`config.mk`:
```
export PLATFORM = sky130hd
export DESIGN_NAME = sram_port_arbiter
export DESIGN_NICKNAME = d
export VERILOG_FILES = /design/src/rtl/sram_port_arbiter.sv
export SDC_FILE = /design/constraint.sdc
export NUM_CORES = 1
export LEC_CHECK = 0
export ABC_AREA = 1
export BUFFER_PORTS_ARGS = -buffer_cell sky130_fd_sc_hd__buf_2
export CAP_MARGIN = 20
export CORE_AREA = 2 2 133 135
export CTS_CLUSTER_SIZE = 30
export DETAILED_ROUTE_END_ITERATION = 12
export DIE_AREA = 0 0 135 137
export PLACE_DENSITY_LB_ADDON = 0.15
export SYNTH_ARGS = -nofsm -noshare
export SYNTH_HDL_FRONTEND = slang
export SYNTH_SLANG_ARGS = --single-unit
```
`constraint.sdc`:
```
create_clock -name clk -period 4.5 [get_ports clk]
set_clock_uncertainty 0.15 [all_clocks]
set_input_delay 0.225 -clock clk [delete_from_list [all_inputs] [get_ports clk]]
set_output_delay 0.225 -clock clk [all_outputs]
set_load 0.03 [all_outputs]
```
`src/rtl/sram_port_arbiter.sv`:
```
// sram_port_arbiter
//
// Shares one single-ported synchronous SRAM between the instruction-fetch
// requester (inst) and the data requester (data). The grant is decided
// combinationally in the request cycle. Data wins when both ports request.
// Read data comes back one cycle after the grant and is routed to whichever
// port issued the read. Writes complete at grant and produce no rvalid.
//
// Build option:
//   ARB_STARVE_EN  - when defined, a starvation guard lets inst win after
//                    STARVE_MAX consecutive lost conflicts. When undefined,
//                    data has strict priority and STARVE_MAX has no effect.
//
// Parameters:
//   STARVE_MAX  consecutive lost inst conflicts before inst is forced (1..15)
//   ADDR_W      address width
//
// Ports:
//   clk, resetn                       clock, asynchronous active-low reset
//   i_req/i_we/i_addr/i_wdata         inst request (held until i_gnt)
//   i_gnt, i_rvalid, i_rdata          inst grant and read response
//   d_req/d_we/d_addr/d_wdata         data request (held until d_gnt)
//   d_gnt, d_rvalid, d_rdata          data grant and read response
//   sram_en/we/addr/wdata, sram_rdata SRAM port (rdata valid the cycle after
//                                     a read enable)
//   conflict_cnt                      saturating count of cycles with both
//                                     requests high
module sram_port_arbiter #(
  parameter int unsigned STARVE_MAX = 3,
  parameter int unsigned ADDR_W     = 32
) (
  input  logic              clk,
  input  logic              resetn,
  input  logic              i_req,
  input  logic [3:0]        i_we,
  input  logic [ADDR_W-1:0] i_addr,
  input  logic [31:0]       i_wdata,
  output logic              i_gnt,
  output logic              i_rvalid,
  output logic [31:0]       i_rdata,
  input  logic              d_req,
  input  logic [3:0]        d_we,
  input  logic [ADDR_W-1:0] d_addr,
  input  logic [31:0]       d_wdata,
  output logic              d_gnt,
  output logic              d_rvalid,
  output logic [31:0]       d_rdata,
  output logic              sram_en,
  output logic [3:0]        sram_we,
  output logic [ADDR_W-1:0] sram_addr,
  output logic [31:0]       sram_wdata,
  input  logic [31:0]       sram_rdata,
  output logic [31:0]       conflict_cnt
);

  typedef enum logic [1:0] {
    RSP_NONE = 2'd0,
    RSP_INST = 2'd1,
    RSP_DATA = 2'd2
  } rsp_own_e;

  rsp_own_e    r_rsp_own;
  rsp_own_e    w_rsp_own_next;
  logic [31:0] r_conflict_cnt;
  logic        w_conflict;
  logic        w_inst_wins;
  logic        w_i_gnt;
  logic        w_d_gnt;
  logic        w_i_rvalid;
  logic        w_d_rvalid;

  assign w_conflict = i_req & d_req;

`ifdef ARB_STARVE_EN
  localparam logic [3:0] STARVE_LIM = 4'(STARVE_MAX);

  logic [3:0] r_starve_cnt;

  assign w_inst_wins = (r_starve_cnt == STARVE_LIM);

  // Counts conflicts that inst lost in a row. Granting inst, or inst not
  // asking at all, breaks the run. Because inst wins at STARVE_LIM, the
  // counter never goes past it.
  always_ff @(posedge clk or negedge resetn) begin
    if (!resetn) begin
      r_starve_cnt <= 4'd0;
    end else if (!i_req || w_i_gnt) begin
      r_starve_cnt <= 4'd0;
    end else if (w_conflict) begin
      r_starve_cnt <= r_starve_cnt + 4'd1;
    end
  end
`else
  // STARVE_MAX has no effect without the starvation guard.
  localparam int unsigned starve_max_unused = STARVE_MAX;

  assign w_inst_wins = 1'b0;
`endif

  // Grants are masked while reset is held so the SRAM stays idle even if a
  // requester is already asserting its request.
  assign w_i_gnt = resetn & i_req & (~d_req | w_inst_wins);
  assign w_d_gnt = resetn & d_req & (~i_req | ~w_inst_wins);

  assign i_gnt = w_i_gnt;
  assign d_gnt = w_d_gnt;

  // SRAM drive and next response owner. Only reads expect data back.
  always_comb begin
    w_rsp_own_next = RSP_NONE;
    sram_en        = 1'b0;
    sram_we        = 4'd0;
    sram_addr      = '0;
    sram_wdata     = 32'd0;
    if (w_d_gnt) begin
      sram_en    = 1'b1;
      sram_we    = d_we;
      sram_addr  = d_addr;
      sram_wdata = d_wdata;
      if (d_we == 4'd0) begin
        w_rsp_own_next = RSP_DATA;
      end
    end else if (w_i_gnt) begin
      sram_en    = 1'b1;
      sram_we    = i_we;
      sram_addr  = i_addr;
      sram_wdata = i_wdata;
      if (i_we == 4'd0) begin
        w_rsp_own_next = RSP_INST;
      end
    end
  end

  // Reset clears the owner, so a read in flight at reset never returns.
  always_ff @(posedge clk or negedge resetn) begin
    if (!resetn) begin
      r_rsp_own <= RSP_NONE;
    end else begin
      r_rsp_own <= w_rsp_own_next;
    end
  end

  assign w_i_rvalid = (r_rsp_own == RSP_INST);
  assign w_d_rvalid = (r_rsp_own == RSP_DATA);

  assign i_rvalid = w_i_rvalid;
  assign d_rvalid = w_d_rvalid;
  assign i_rdata  = w_i_rvalid ? sram_rdata : 32'd0;
  assign d_rdata  = w_d_rvalid ? sram_rdata : 32'd0;

  always_ff @(posedge clk or negedge resetn) begin
    if (!resetn) begin
      r_conflict_cnt <= 32'd0;
    end else if (w_conflict && (r_conflict_cnt != 32'hFFFF_FFFF)) begin
      r_conflict_cnt <= r_conflict_cnt + 32'd1;
    end
  end

  assign conflict_cnt = r_conflict_cnt;

endmodule

```
Word-level counts from Yosys, hierarchy flattened
Index checks and enable logic that the tools add are counted.
{ "totals": {"regBits": 34, "elab_cells": 28} }
{ "classes": {"reduce_logical": 3, "n_addsub": 1, "bitwise": 5, "muxes": 14, "eq_ne": 3} }
{ "ops": {"columns": ["operator", "n"], "rows": [
  ["32-bit two-way mux", 6],
  ["32-bit by 1-bit adder with 32-bit output (second input constant)", 1],
  ["32-bit inequality test (second input constant)", 1],
  ["4-bit logical NOT", 2],
  ["4-bit two-way mux", 2],
  ["1-bit AND", 4],
  ["1-bit two-way mux", 4],
  ["2-bit two-way mux", 2],
  ["2-bit by 1-bit == test with 1-bit output (second input constant)", 1],
  ["2-bit == test (second input constant)", 1],
  ["1-bit logical AND", 1],
  ["1-bit inverter", 1]
]} }

Logic depth before layout (Yosys ltp)
{ "logic_depth": {"word_depth": 4, "mapped_depth": 11, "mapped_depth_nobuf": 10} }

Least setup slack after synthesis
OpenSTA, ideal clock, no wires.
{ "synth_timing": {"path_type": "reg-to-output", "startpoint": "reg r_rsp_own[0]", "endpoint": "out d_rdata[10]", "required_ns": 4.125, "stages_incl_launch_ff": 5, "arrival_ns": 1.638, "setup_slack_ns": 2.487, "cell_sequence": "dfrtp_1 nor2_1 inv_1 clkbuf_1 nor2_1"} }
{ "synth_via": {"elab_chain_cells": 2} }
{ "synth_rtl": {"columns": ["element", "line_no", "source"], "rows": [
  ["start: declaration", "62", "rsp_own_e r_rsp_own;"],
  ["start signal: assignment", "139", "r_rsp_own <= w_rsp_own_next;"],
  ["2-bit == test", "144", "assign w_d_rvalid = (r_rsp_own == RSP_DATA);"],
  ["net d_rvalid", "46", "output logic d_rvalid,"],
  ["32-bit two-way mux", "149", "assign d_rdata = w_d_rvalid ? sram_rdata : 32'd0;"],
  ["end: declaration", "47", "output logic [31:0] d_rdata,"]
]} }
The timed path passes the listed nets, and every way through them passes these cells.

Worst setup path in the final report
{ "layout_timing": {"startpoint": "in resetn", "endpoint": "out sram_wdata[6]"} }
{ "layout_via": {"elab_chain_cells": 4} }
{ "layout_rtl": {"columns": ["element", "line_no", "source"], "rows": [
  ["start: declaration", "33", "input logic resetn,"],
  ["1-bit AND (2 in a row)", "102", "assign w_i_gnt = resetn & i_req & (~d_req | w_inst_wins);"],
  ["32-bit two-way mux", "123", "end else if (w_i_gnt) begin"],
  ["32-bit two-way mux *", "115", "if (w_d_gnt) begin"],
  ["end: declaration", "51", "output logic [31:0] sram_wdata,"]
]} }
Mark *: on every way between the ends. The rest lies on a longest branch, timed or not.

==> metrics.md <==
| Metric | Value |
|---|---|
| Combinational Power Share | 36.6% |
| Gpl congestion | 0.930 |
| Layout cells sized above 1 | 42.7% |
| Syn_nets | 708 |
| Worst skew pair latency | 0.27 ns |
| Placed inst area | 5210 um^2 |
| WHS | -0.00134 ns |
| Fmax | 0.314 GHz |
| Finished Layout Cells | 1088 |
| Post-route cell area | 5390 um^2 |
| Max-slew headroom | 31.6% |
| Peak VDD IR | 0.157 mV |
| Crit path max-delay family | buffers and inverters |
| Chip height | 137 um |
| Crit path required time | 4.12 ns |
| Final Slew Violations | 0 |
| Iteration count of the initial detailed-routing pass | 4 |
| Final setup vio count | 0 |
| Yosys warns | 0 |
| IO buf count | 340 |
| Slowest stage delay, CP | 0.53 ns |
| Synth Register Bits | 34 |
| Drt initial violations | 222 |
| Post-synthesis sequential area ratio | 25.6% |
| Top_reg_cell synth | dfrtp_1 |
| Setup CP Type | input port to output pin |
| Cell Int Power | 666 uW |
| Initial antenna violation count | 1 |
| Detailed Route WL | 17100 um |
| Post-synthesis area per instance | 6.22 um^2 |
| Final antenna-violating net count | 0 |
| Slowest library cell on the worst path | dlygate4sd3_1 |
| Crit path time final | 3.18 ns |
| Max-Cap Viols | 0 |
| Run status | finished, violations left |
| Setup TNS | 0 ns |
| Flop pwr share | 32.8% |
| Worst EP arrival | 2.81 ns |
| Vias in the first global route | 4093 |
| Area growth syn-to-layout | 61.8% |
| CTS Buf Count | 5 |
| Worst setup EP type | output pin |
| Sw frac | 37.1% |
| Grt ovf | 0 |
| Post-synthesis cell count | 535 |
| FFs w/ async S/R, synth | 100% |
| Starting Density | 19.5% |
| # DRC | 0 |
| Clock share of power | 30.6% |
| Final period util | 70.8% |
| Vias | 4661 |
| Tot GR Track Use | 16.6% |
| Max clock buf depth | 2 |
| Placed wire-length estimate | 14300 um |
| Worst Hold Launch | i_we[0] |
| R2R depth | 10 |
| Wire per inst | 15.7 um |
| Final Hold Vio Count | 1 |
| Clock Sinks | 34 |
| CTS tree | yes |
| Pin count of the biggest net entering global routing | 47 |
| Hold endpoint | r_rsp_own[0]$_DFF_PN0_ |
| Die area | 18500 um^2 |
| Crit-path max FO | 46 |
| CP bufs+invs | 6 |
| LEAKAGE | 0.00323 uW |
| HP Class | input port to register |
| Post-CTS Setup Bufs | 0 |
| Worst Max-Slew Pin Slew | 1.03 ns |
| Final #Nets | 1035 |
| Worst flop-to-flop path startpoint | conflict_cnt[0]$_DFFE_PN0P_ |
| FF-to-FF End | conflict_cnt[31]$_DFFE_PN0P_ |
| Top-Level Pins | 341 |
| Core Region | 17100 um^2 |
| Reg clk slew, reported paths | 0.05 ns |
| Via density | 4.28 |
| Crit path cell chain | dlygate4sd3_1 -> buf_2 -> buf_4 -> nand2_1 -> inv_2 -> buf_4 -> a22o_1 -> buf_2 |
| Std-Cell Rows | 48 |
| Post-synth EDFFs | 0 |
| CTS root buf | clkbuf_16 |
| CTS H-tree lvls | 2 |
| Total power draw | 1060 uW |
| Cell area power density | 197 nW/um^2 |
| Net Sw Power | 393 uW |
| RSZ-0062 raised after global routing | no |
| Netlist cell types | 26 |
| # placed instances | 1078 |
| Post-layout util | 31.6% |
| Critical path origin | resetn |
| Hold-critical path depth | 2 |
| Startpoint types | input port |
| Die W | 135 um |
| Violated checks | negative hold slack |
| Reg2Reg Setup Slack | 2.38 ns |
| Synth Cell Area | 3330 um^2 |
| First-pass GRT wire length | 23400 um |
==> per-layer routing <==
layer	up-vias	share of wire (%)	track usage [%]
met1	2063	44	22.6
met5	-	0	0
met2	215	47	27.1
met4	0	1.6	3.59
li1	2371	-	-
met3	12	7.5	3.22
==> power by group through the flow <==
stage / Clock [uW] / Sequential (uW) / Combinational (uW)
CTS: 333 / 348 / 390
floorplan: 0 / 379 / 191
detailed placement: 0 / 353 / 388
global route: 347 / 351 / 417
global placement: 0 / 353 / 392
finish: 324 / 347 / 388
==> what timing repair did <==
| action | CTS | global route |
|---|---|---|
| gates resized for setup | 0 | 0 |
| hold buffers | 1 | 0 |
| endpoints found under the hold margin | 34 | 0 |
==> worst max path at each step <==
stage                         end  slack (ns)  depth (start not counted)
global placement    sram_addr[26]        1.83                          7
global route        sram_wdata[6]        1.09                          8
CTS                 sram_wdata[6]        1.28                          8
detailed placement  sram_wdata[6]        1.84                          7
floorplan             d_rdata[10]        2.49                          4
finish              sram_wdata[6]        1.32                          8
==> synthesized netlist by cell type (2+ instances only) <==
| cell | number | area (um^2) |
|---|---|---|
| xor2_1 | 3 | 26.3 |
| nand2_4 | 2 | 22.5 |
| nand2_1 | 147 | 552 |
| nand2_2 | 2 | 12.5 |
| a21oi_1 | 2 | 10.0 |
| o22ai_1 | 2 | 12.5 |
| buf_1 | 2 | 7.51 |
| clkbuf_1 | 15 | 56.3 |
| inv_1 | 71 | 267 |
| nor2_1 | 116 | 435 |
| dfrtp_1 | 34 | 851 |
| o21ai_0 | 3 | 15.0 |
| nor3_1 | 4 | 20.0 |
| buf_2 | 4 | 20.0 |
| nand3_1 | 21 | 105 |
| buf_6 | 4 | 45.0 |
| xnor2_1 | 5 | 43.8 |
| nand3b_1 | 8 | 60.1 |
| inv_2 | 2 | 7.51 |
| nor2_2 | 5 | 31.3 |
| a22o_1 | 66 | 578 |
| nand4_1 | 9 | 56.3 |
| nor2_4 | 5 | 56.3 |
==> worst register-to-register path, stage by stage, from the launching register on <==
cell	delay (ns)
dfrtp_1	0.44
ha_1	0.22
inv_1	0.07
nor2_4	0.22
nand2_4	0.10
nor2_4	0.13
nand2_4	0.23
nand2_8	0.23
inv_4	0.10
nand2_1	0.08
nand2_1	0.04
==> through the flow <==
step | worst slack [ns] | hold WS (ns)
2_1_floorplan | 2.49 | -0.221
3_3_place_gp | 1.83 | 0.168
3_5_place_dp | 1.84 | 0.169
4_1_cts | 1.28 | 0.0000109
5_1_grt | 1.09 | 0.00301
6_report | 1.32 | -0.00134
==> cells in the final DEF, fill, tap and decap left out, drive strengths merged <==
master / count
nand4: 9
clkbuf: 7
o21ai: 3
buf: 344
nor2: 126
ha: 1
nand2: 152
o22ai: 2
dlygate4sd3: 1
a22o: 66
nor3: 4
diode: 1
xnor2: 5
dfrtp: 34
inv: 74
xor2: 3
nand3b: 8
a21oi: 2
nand3: 21
==> state kept, by name, indices dropped and copies added (netlist names) <==
signal,cells
conflict_cnt,32
r_rsp_own,2
==> area by class of cell <==
cell class | count | area [um^2]
fillers | 1917 | 11700
well taps | 225 | 282
flip-flops and latches | 34 | 851
inverters | 74 | 280
repair buffers | 345 | 1760
clock buffers | 7 | 133
diodes | 1 | 2.50
multi-input cells | 402 | 2080
==> kinds of logic after synthesis <==
| group | synth area share (%) |
|---|---|
| AO/OA/AOI/OAI | 18.5 |
| buffers and inverters | 12.3 |
| AND/OR/NAND/NOR | 41.2 |
| XOR/XNOR | 2.10 |
| adder cells (fa/ha/maj) | 0.376 |
| flip-flops | 25.6 |
Note: power is estimated with default switching activity, not from simulation.
